$ cat src/rtl/unit_pkg.sv
// Shared types for the unit MAC: state encoding and Mode operation codes.
// Latency: n/a (declarations only).
// Backpressure: n/a.
package unit_pkg;

    typedef enum logic [1:0] {
        IDLE = 2'd0,
        RUN  = 2'd1,
        HOLD = 2'd2,
        DONE = 2'd3
    } state_t;

    localparam logic [1:0] MODE_MAC = 2'b00;  // Y += A*B
    localparam logic [1:0] MODE_ADD = 2'b01;  // Y += A+B
    localparam logic [1:0] MODE_SUB = 2'b10;  // Y -= A+B
    localparam logic [1:0] MODE_NOP = 2'b11;  // step counted, Y unchanged

endpackage

$ cat src/rtl/unit_alu.sv
// Combinational next-accumulator datapath: term select, add/sub, wrap or clamp, range detect.
// Latency: 0 cycles (pure combinational).
// Backpressure: none; result is consumed only on step edges by the owner.
// Ports: y (current accumulator), a/b (operands), mode (op code) -> y_nxt (next value), ovf (unclamped
//        result left [0, 2^OUT_W-1] on this op).
module unit_alu
    import unit_pkg::*;
#(
    parameter int IN_W  = 2,
    parameter int OUT_W = 8,
    parameter int SAT   = 0
) (
    input  logic [OUT_W-1:0] y,
    input  logic [IN_W-1:0]  a,
    input  logic [IN_W-1:0]  b,
    input  logic [1:0]       mode,
    output logic [OUT_W-1:0] y_nxt,
    output logic             ovf
);

    logic [2*IN_W-1:0] prod;
    logic [IN_W:0]     sum_ab;
    logic [OUT_W+1:0]  acc_x;
    logic [OUT_W+1:0]  term_x;
    logic [OUT_W+1:0]  res;

    assign prod   = {{IN_W{1'b0}}, a} * {{IN_W{1'b0}}, b};
    assign sum_ab = {1'b0, a} + {1'b0, b};

    // Two guard bits: bit OUT_W catches carry out of an add, bit OUT_W+1
    // catches the borrow of a subtract that went below zero.
    assign acc_x  = {2'b00, y};

    always_comb begin
        term_x = (OUT_W+2)'(sum_ab);
        if (mode == MODE_MAC) begin
            term_x = (OUT_W+2)'(prod);
        end

        res = acc_x;
        case (mode)
            MODE_MAC, MODE_ADD: res = acc_x + term_x;
            MODE_SUB:           res = acc_x - term_x;
            default:            res = acc_x;
        endcase

        ovf   = |res[OUT_W+1:OUT_W];
        y_nxt = res[OUT_W-1:0];
        if ((SAT != 0) && ovf) begin
            y_nxt = (mode == MODE_SUB) ? '0 : '1;
        end
    end

endmodule

$ cat src/rtl/unit_mac.sv
// Run-controlled multiply/add/subtract accumulator that stops after STEPS steps until cleared.
// Latency: step result on Yout/nYout/Count the edge after it is applied; Done the edge entering DONE.
// Backpressure: Run=0 freezes the run (HOLD); DONE ignores Run until Clear or reset.
// Ports: clk, nReset (sync active-low), A/B operands, Mode op, Run, Clear -> Yout, nYout, Count,
//        Ovf (sticky range error), Done.
module unit_mac
    import unit_pkg::*;
#(
    parameter int IN_W  = 2,
    parameter int OUT_W = 8,
    parameter int STEPS = 15,
    parameter int SAT   = 0
) (
    input  logic             clk,
    input  logic             nReset,
    input  logic [IN_W-1:0]  A,
    input  logic [IN_W-1:0]  B,
    input  logic [1:0]       Mode,
    input  logic             Run,
    input  logic             Clear,
    output logic [OUT_W-1:0] Yout,
    output logic [OUT_W-1:0] nYout,
    output logic [15:0]      Count,
    output logic             Ovf,
    output logic             Done
);

    state_t           state, state_nxt;
    logic [OUT_W-1:0] alu_y;
    logic             alu_ovf;
    logic             step;
    logic             last_step;

    unit_alu #(
        .IN_W  (IN_W),
        .OUT_W (OUT_W),
        .SAT   (SAT)
    ) u_alu (
        .y     (Yout),
        .a     (A),
        .b     (B),
        .mode  (Mode),
        .y_nxt (alu_y),
        .ovf   (alu_ovf)
    );

    // A, B and Mode only matter on step edges; anywhere else the ALU output is ignored.
    assign step      = (state != DONE) && Run && !Clear;
    assign last_step = (Count + 16'd1) == 16'(STEPS);

    always_ff @(posedge clk) begin
        if (!nReset) begin
            state <= IDLE;
            Yout  <= '0;
            Count <= '0;
            Ovf   <= 1'b0;
        end else begin
            state <= state_nxt;
            if (Clear) begin
                Yout  <= '0;
                Count <= '0;
                Ovf   <= 1'b0;
            end else if (step) begin
                Yout  <= alu_y;
                Count <= Count + 16'd1;
                Ovf   <= Ovf | alu_ovf;
            end
        end
    end

    always_comb begin
        state_nxt = state;
        if (Clear) begin
            state_nxt = IDLE;
        end else begin
            case (state)
                IDLE: begin
                    if (Run) state_nxt = last_step ? DONE : RUN;
                end
                RUN, HOLD: begin
                    if (Run) state_nxt = last_step ? DONE : RUN;
                    else     state_nxt = HOLD;
                end
                default: state_nxt = DONE;
            endcase
        end
    end

    assign nYout = ~Yout;
    assign Done  = (state == DONE);

endmodule

$ cat config.mk
export PLATFORM = sky130hd
export DESIGN_NAME = unit_mac
export DESIGN_NICKNAME = d
export VERILOG_FILES = /design/src/rtl/unit_pkg.sv /design/src/rtl/unit_alu.sv /design/src/rtl/unit_mac.sv
export SDC_FILE = /design/constraint.sdc
export NUM_CORES = 1
export LEC_CHECK = 0
export CAP_MARGIN = 20
export CORE_MARGIN = 3
export CORE_UTILIZATION = 40
export DETAILED_ROUTE_END_ITERATION = 8
export PLACE_DENSITY = 0.7
export SLEW_MARGIN = 15
export SYNTH_ARGS = -nofsm -noshare
export SYNTH_HDL_FRONTEND = slang
export SYNTH_SLANG_ARGS = --single-unit
export TNS_END_PERCENT = 100
$ cat constraint.sdc
create_clock -name clk -period 4.6 [get_ports clk]
set_input_delay 0.92 -clock clk [delete_from_list [all_inputs] [get_ports clk]]
set_output_delay 0.92 -clock clk [all_outputs]
set_load 0.01 [all_outputs]
==> impl_table.tex <==
\begin{tabular}{lr}
\hline
Metric & Value \\
\hline
\multicolumn{2}{l}{\textbf{Outcome}} \\
Run status & completed \\
\multicolumn{2}{l}{\textbf{Timing}} \\
Accumulated negative setup slack & 0 ns \\
Setup repair after global routing missed its margin & no \\
Relative slew slack & about two thirds \\
Smallest hold slack & roughly 0.52 ns \\
Maximum operating frequency & 0.2847 GHz \\
Post-layout min period & 3.512 ns \\
Endpoints failing hold & 0 \\
Setup violators final & 0 \\
Final worst-path setup slack & 1.088 ns \\
Fin crit share & 76.35\% \\
Worst clock skew & $\sim$0.0036 ns \\
Max-slew violations & 0 \\
Worst-margin pin slew & 0.4959 ns \\
\multicolumn{2}{l}{\textbf{Worst setup path}} \\
CP delay by family, top & simple AND/OR/NAND/NOR gates \\
Worst EP required & 4.76 ns \\
Worst-path cell with the longest stage delay & clkdlybuf4s50\_1 \\
Largest fanout on the critical path & 11 \\
Critical path buffer and inverter count & 2 \\
Critical path start-end classification & in2reg \\
Data arrival time at the worst-slack endpoint & 3.67 ns \\
Cells traversed along the worst timing path & clkdlybuf4s50\_1 > or2\_2 > o21ai\_0 > ha\_1 > inv\_1 > fa\_1 > nor2b\_1 > o21ai\_1 > nand3\_1 > a21oi\_1 > xnor2\_1 > nor2\_1 \\
Startpoint type of the worst setup path & primary input \\
Worst setup EP type & register \\
Slack of the worst reg-to-reg path & between 2 and 3 ns \\
Critical path's largest stage delay & 0.57 ns \\
\multicolumn{2}{l}{\textbf{Power}} \\
Peak VDD IR & 0.0001372 V \\
Post-route total power & 0.0004606 W \\
Static leakage power & $\sim$0.93 nW \\
Total power per unit cell area & 188.5 nW/um2 \\
\multicolumn{2}{l}{\textbf{Global routing}} \\
Initial antenna violation count & 0 \\
Aggregate global routing overflow & 0 \\
Maximum number of pins on one net before global-route repair & 28 \\
Via count of the first global-routing pass & $\sim$1500 \\
First-pass GRT wire length & approximately 7000 um \\
Aggregate global-route resource usage & 15.70\% \\
\multicolumn{2}{l}{\textbf{Layout}} \\
Filler cells & 445 \\
Area Overhead vs Synth & 26.74\% \\
Final antenna diode count & 0 \\
Share of final-layout standard cells stronger than drive strength 1 & around 4.3\% \\
FF+latch area & 540.5 um2 \\
Number of nets in the finished design & $\sim$310 \\
Total non-filler cell area in the finished layout & about 2400 um2 \\
Area taken by multi-input logic gates & around 1300 um2 \\
\multicolumn{2}{l}{\textbf{Synthesis}} \\
Synth Warn \# & 0 \\
Post-synthesis async set-or-reset flop share & 0\% \\
Mapped Cells & 242 \\
Count of unique library cells instantiated by Yosys & 42 \\
Post-Synthesis Mean Instance Area & 7.967 um2 \\
Number of synthesized flops with an enable pin & 0 \\
Synthesized netlist net count & 272 \\
Area of the mapped netlist & 1928 um2 \\
Top\_reg\_cell synth & dfxtp\_1 \\
\#FFs+latches synth & 27 \\
Sequential fraction of the synthesis area & between 20\% and 30\% \\
\multicolumn{2}{l}{\textbf{Detailed routing}} \\
Detail-routed via count per cell & roughly 5.2 \\
WL per Instance & approximately 12 um \\
DRT Pass-1 Iters & 4 \\
Via Count & 1742 \\
Number of DRC markers after the initial detailed-route iteration & 87 \\
Count of antenna-violating nets left after detailed routing & 0 \\
Number of design rule violations left after detail routing & 0 \\
Total Routed Length & a little over 4000 um \\
\multicolumn{2}{l}{\textbf{Clocking}} \\
CTS tree & yes \\
Cell at the root of the clock tree & clkbuf\_8 \\
Hold buffers post-CTS & 0 \\
Buffers inserted by post-CTS timing repair & 0 \\
Post-CTS sizing & 0 \\
Clock edge transition at the registers on the reported setup and hold paths & 0.09 ns \\
Count of clock tree sinks & 27 \\
Inserted Clock Buffers & 3 \\
Depth of the CTS H-tree & 1 \\
Worst-skew pair later-pin latency & 0.27 ns \\
Buffer depth of the longest clock path & 2 \\
\multicolumn{2}{l}{\textbf{Place}} \\
Post-Place Worst Slack & between 0.7 and 0.8 ns \\
Instance area at placement & 2397 um2 \\
Port Buf Inserts & between 40 and 50 \\
Estimated wirelength of the detail-placed design & 3235 um \\
Global placer's final weighted congestion & 0.8112 \\
\multicolumn{2}{l}{\textbf{Floorplan}} \\
Area of the die & about 5700 um2 \\
I/O pin total & 44 \\
Total core area & around 4500 um2 \\
Std cell rows & 24 \\
Die Y-Extent & 75.43 um \\
X dimension of the die & 75.43 um \\
Initial Utilization & 42.81\% \\
\multicolumn{2}{l}{\textbf{Run}} \\
Max cap viols & 0 \\
\multicolumn{2}{l}{\textbf{Hold path}} \\
Hold crit path type & reg2reg \\
\hline
\end{tabular}
[metal layers]
metal	track usage, %	part of all wire (%)
met5	0	0
met4	2.913	0.75
met1	23.83	51
met3	3.166	4.3
met2	23.11	44
[tightest hold or removal path: stages, from the launching register on]
cell and delay, ns:
dfxtp_1 0.35, a21oi_1 0.05, nor2_1 0.09
[path summary, 6_finish.rpt]
check | startpoint | to | cells after the start
hold reg to reg | Ovf | Ovf | 2
setup reg to reg | Yout[0] | Yout[6] | 10
hold / removal | Ovf | Ovf | 2
setup / recovery | Mode[1] | Yout[6] | 12
[Yosys cell counts (2+ instances only)]
cell type,number,area share (%)
nor2_1,32,6.2
dfxtp_1,27,28
inv_1,19,3.7
ha_1,17,11
nand2_1,15,2.9
a21oi_1,14,3.6
xor2_1,11,5.0
nand3_1,10,2.6
xnor2_1,10,4.5
clkbuf_1,7,1.4
nand4_1,7,2.3
nor3_1,7,1.8
nand2b_1,6,1.9
a211oi_1,4,1.6
nand3b_1,4,1.6
nor2b_1,4,1.3
o21ai_1,4,1.0
o21bai_1,4,1.6
and2_1,3,0.97
and3_1,3,0.97
buf_2,3,0.78
fa_1,3,3.1
o21a_1,3,1.2
or3_1,3,0.97
a31oi_1,2,0.65
nor3b_1,2,0.78
o21ai_0,2,0.52
o22ai_1,2,0.65
[cells in the final DEF, fill, tap and decap left out, drive strengths merged, types with 6 or more instances in the layout]
cell,instances
a21oi,14
ha,17
inv,19
nand3,12
nor2,32
nand2b,6
nand4,7
xnor2,10
nor3,8
dfxtp,27
clkdlybuf4s50,43
nand2,15
o21ai,6
xor2,11
[layout make-up]
class	count	share of cell area (%)
Tap cell	52	2.663
Timing Repair Buffer	45	18.23
Sequential cell	27	22.12
Clock inverter	1	0.2048
Clock buffer	3	1.690
Inverter	19	2.919
Multi-Input combinational cell	186	52.18
[metrics by stage]
| step | instances | utilization, % |
|---|---|---|
| 6_report | 333 | 54.25 |
| 5_1_grt | 333 | 54.25 |
| 4_1_cts | 333 | 54.25 |
| 3_5_place_dp | 329 | 53.22 |
| 3_3_place_gp | 329 | 53.22 |
| 2_1_floorplan | 242 | - |
[registers in the layout, indices dropped and copies added (netlist names)]
| register | count |
|---|---|
| Count | 16 |
| Ovf | 1 |
| Yout | 8 |
| state | 2 |
[power breakdown]
| group | switching (W) | leakage, nW | internal [W] |
|---|---|---|---|
| clock | 0.0000706 | 0.0255 | 0.0000606 |
| sequential | 0.00000404 | 0.218 | 0.000237 |
| combinational | 0.0000471 | 0.691 | 0.0000414 |
| total | 0.000122 | 0.934 | 0.000339 |
[cells by family (layout without fill, tap and decap cells)]
| logic type | count (synthesis) | after routing | synth area share [%] |
|---|---|---|---|
| XOR/XNOR | 21 | 21 | 9.539 |
| adder cells (fa/ha/maj) | 20 | 20 | 14.15 |
| AND/OR/NAND/NOR | 104 | 104 | 28.75 |
| buffers and inverters | 29 | 68 | 5.840 |
| flip-flops | 27 | 27 | 28.03 |
| AO/OA/AOI/OAI | 40 | 40 | 13.17 |
| multiplexers | 1 | 1 | 0.5192 |
Power figures use the tool's default switching activity.
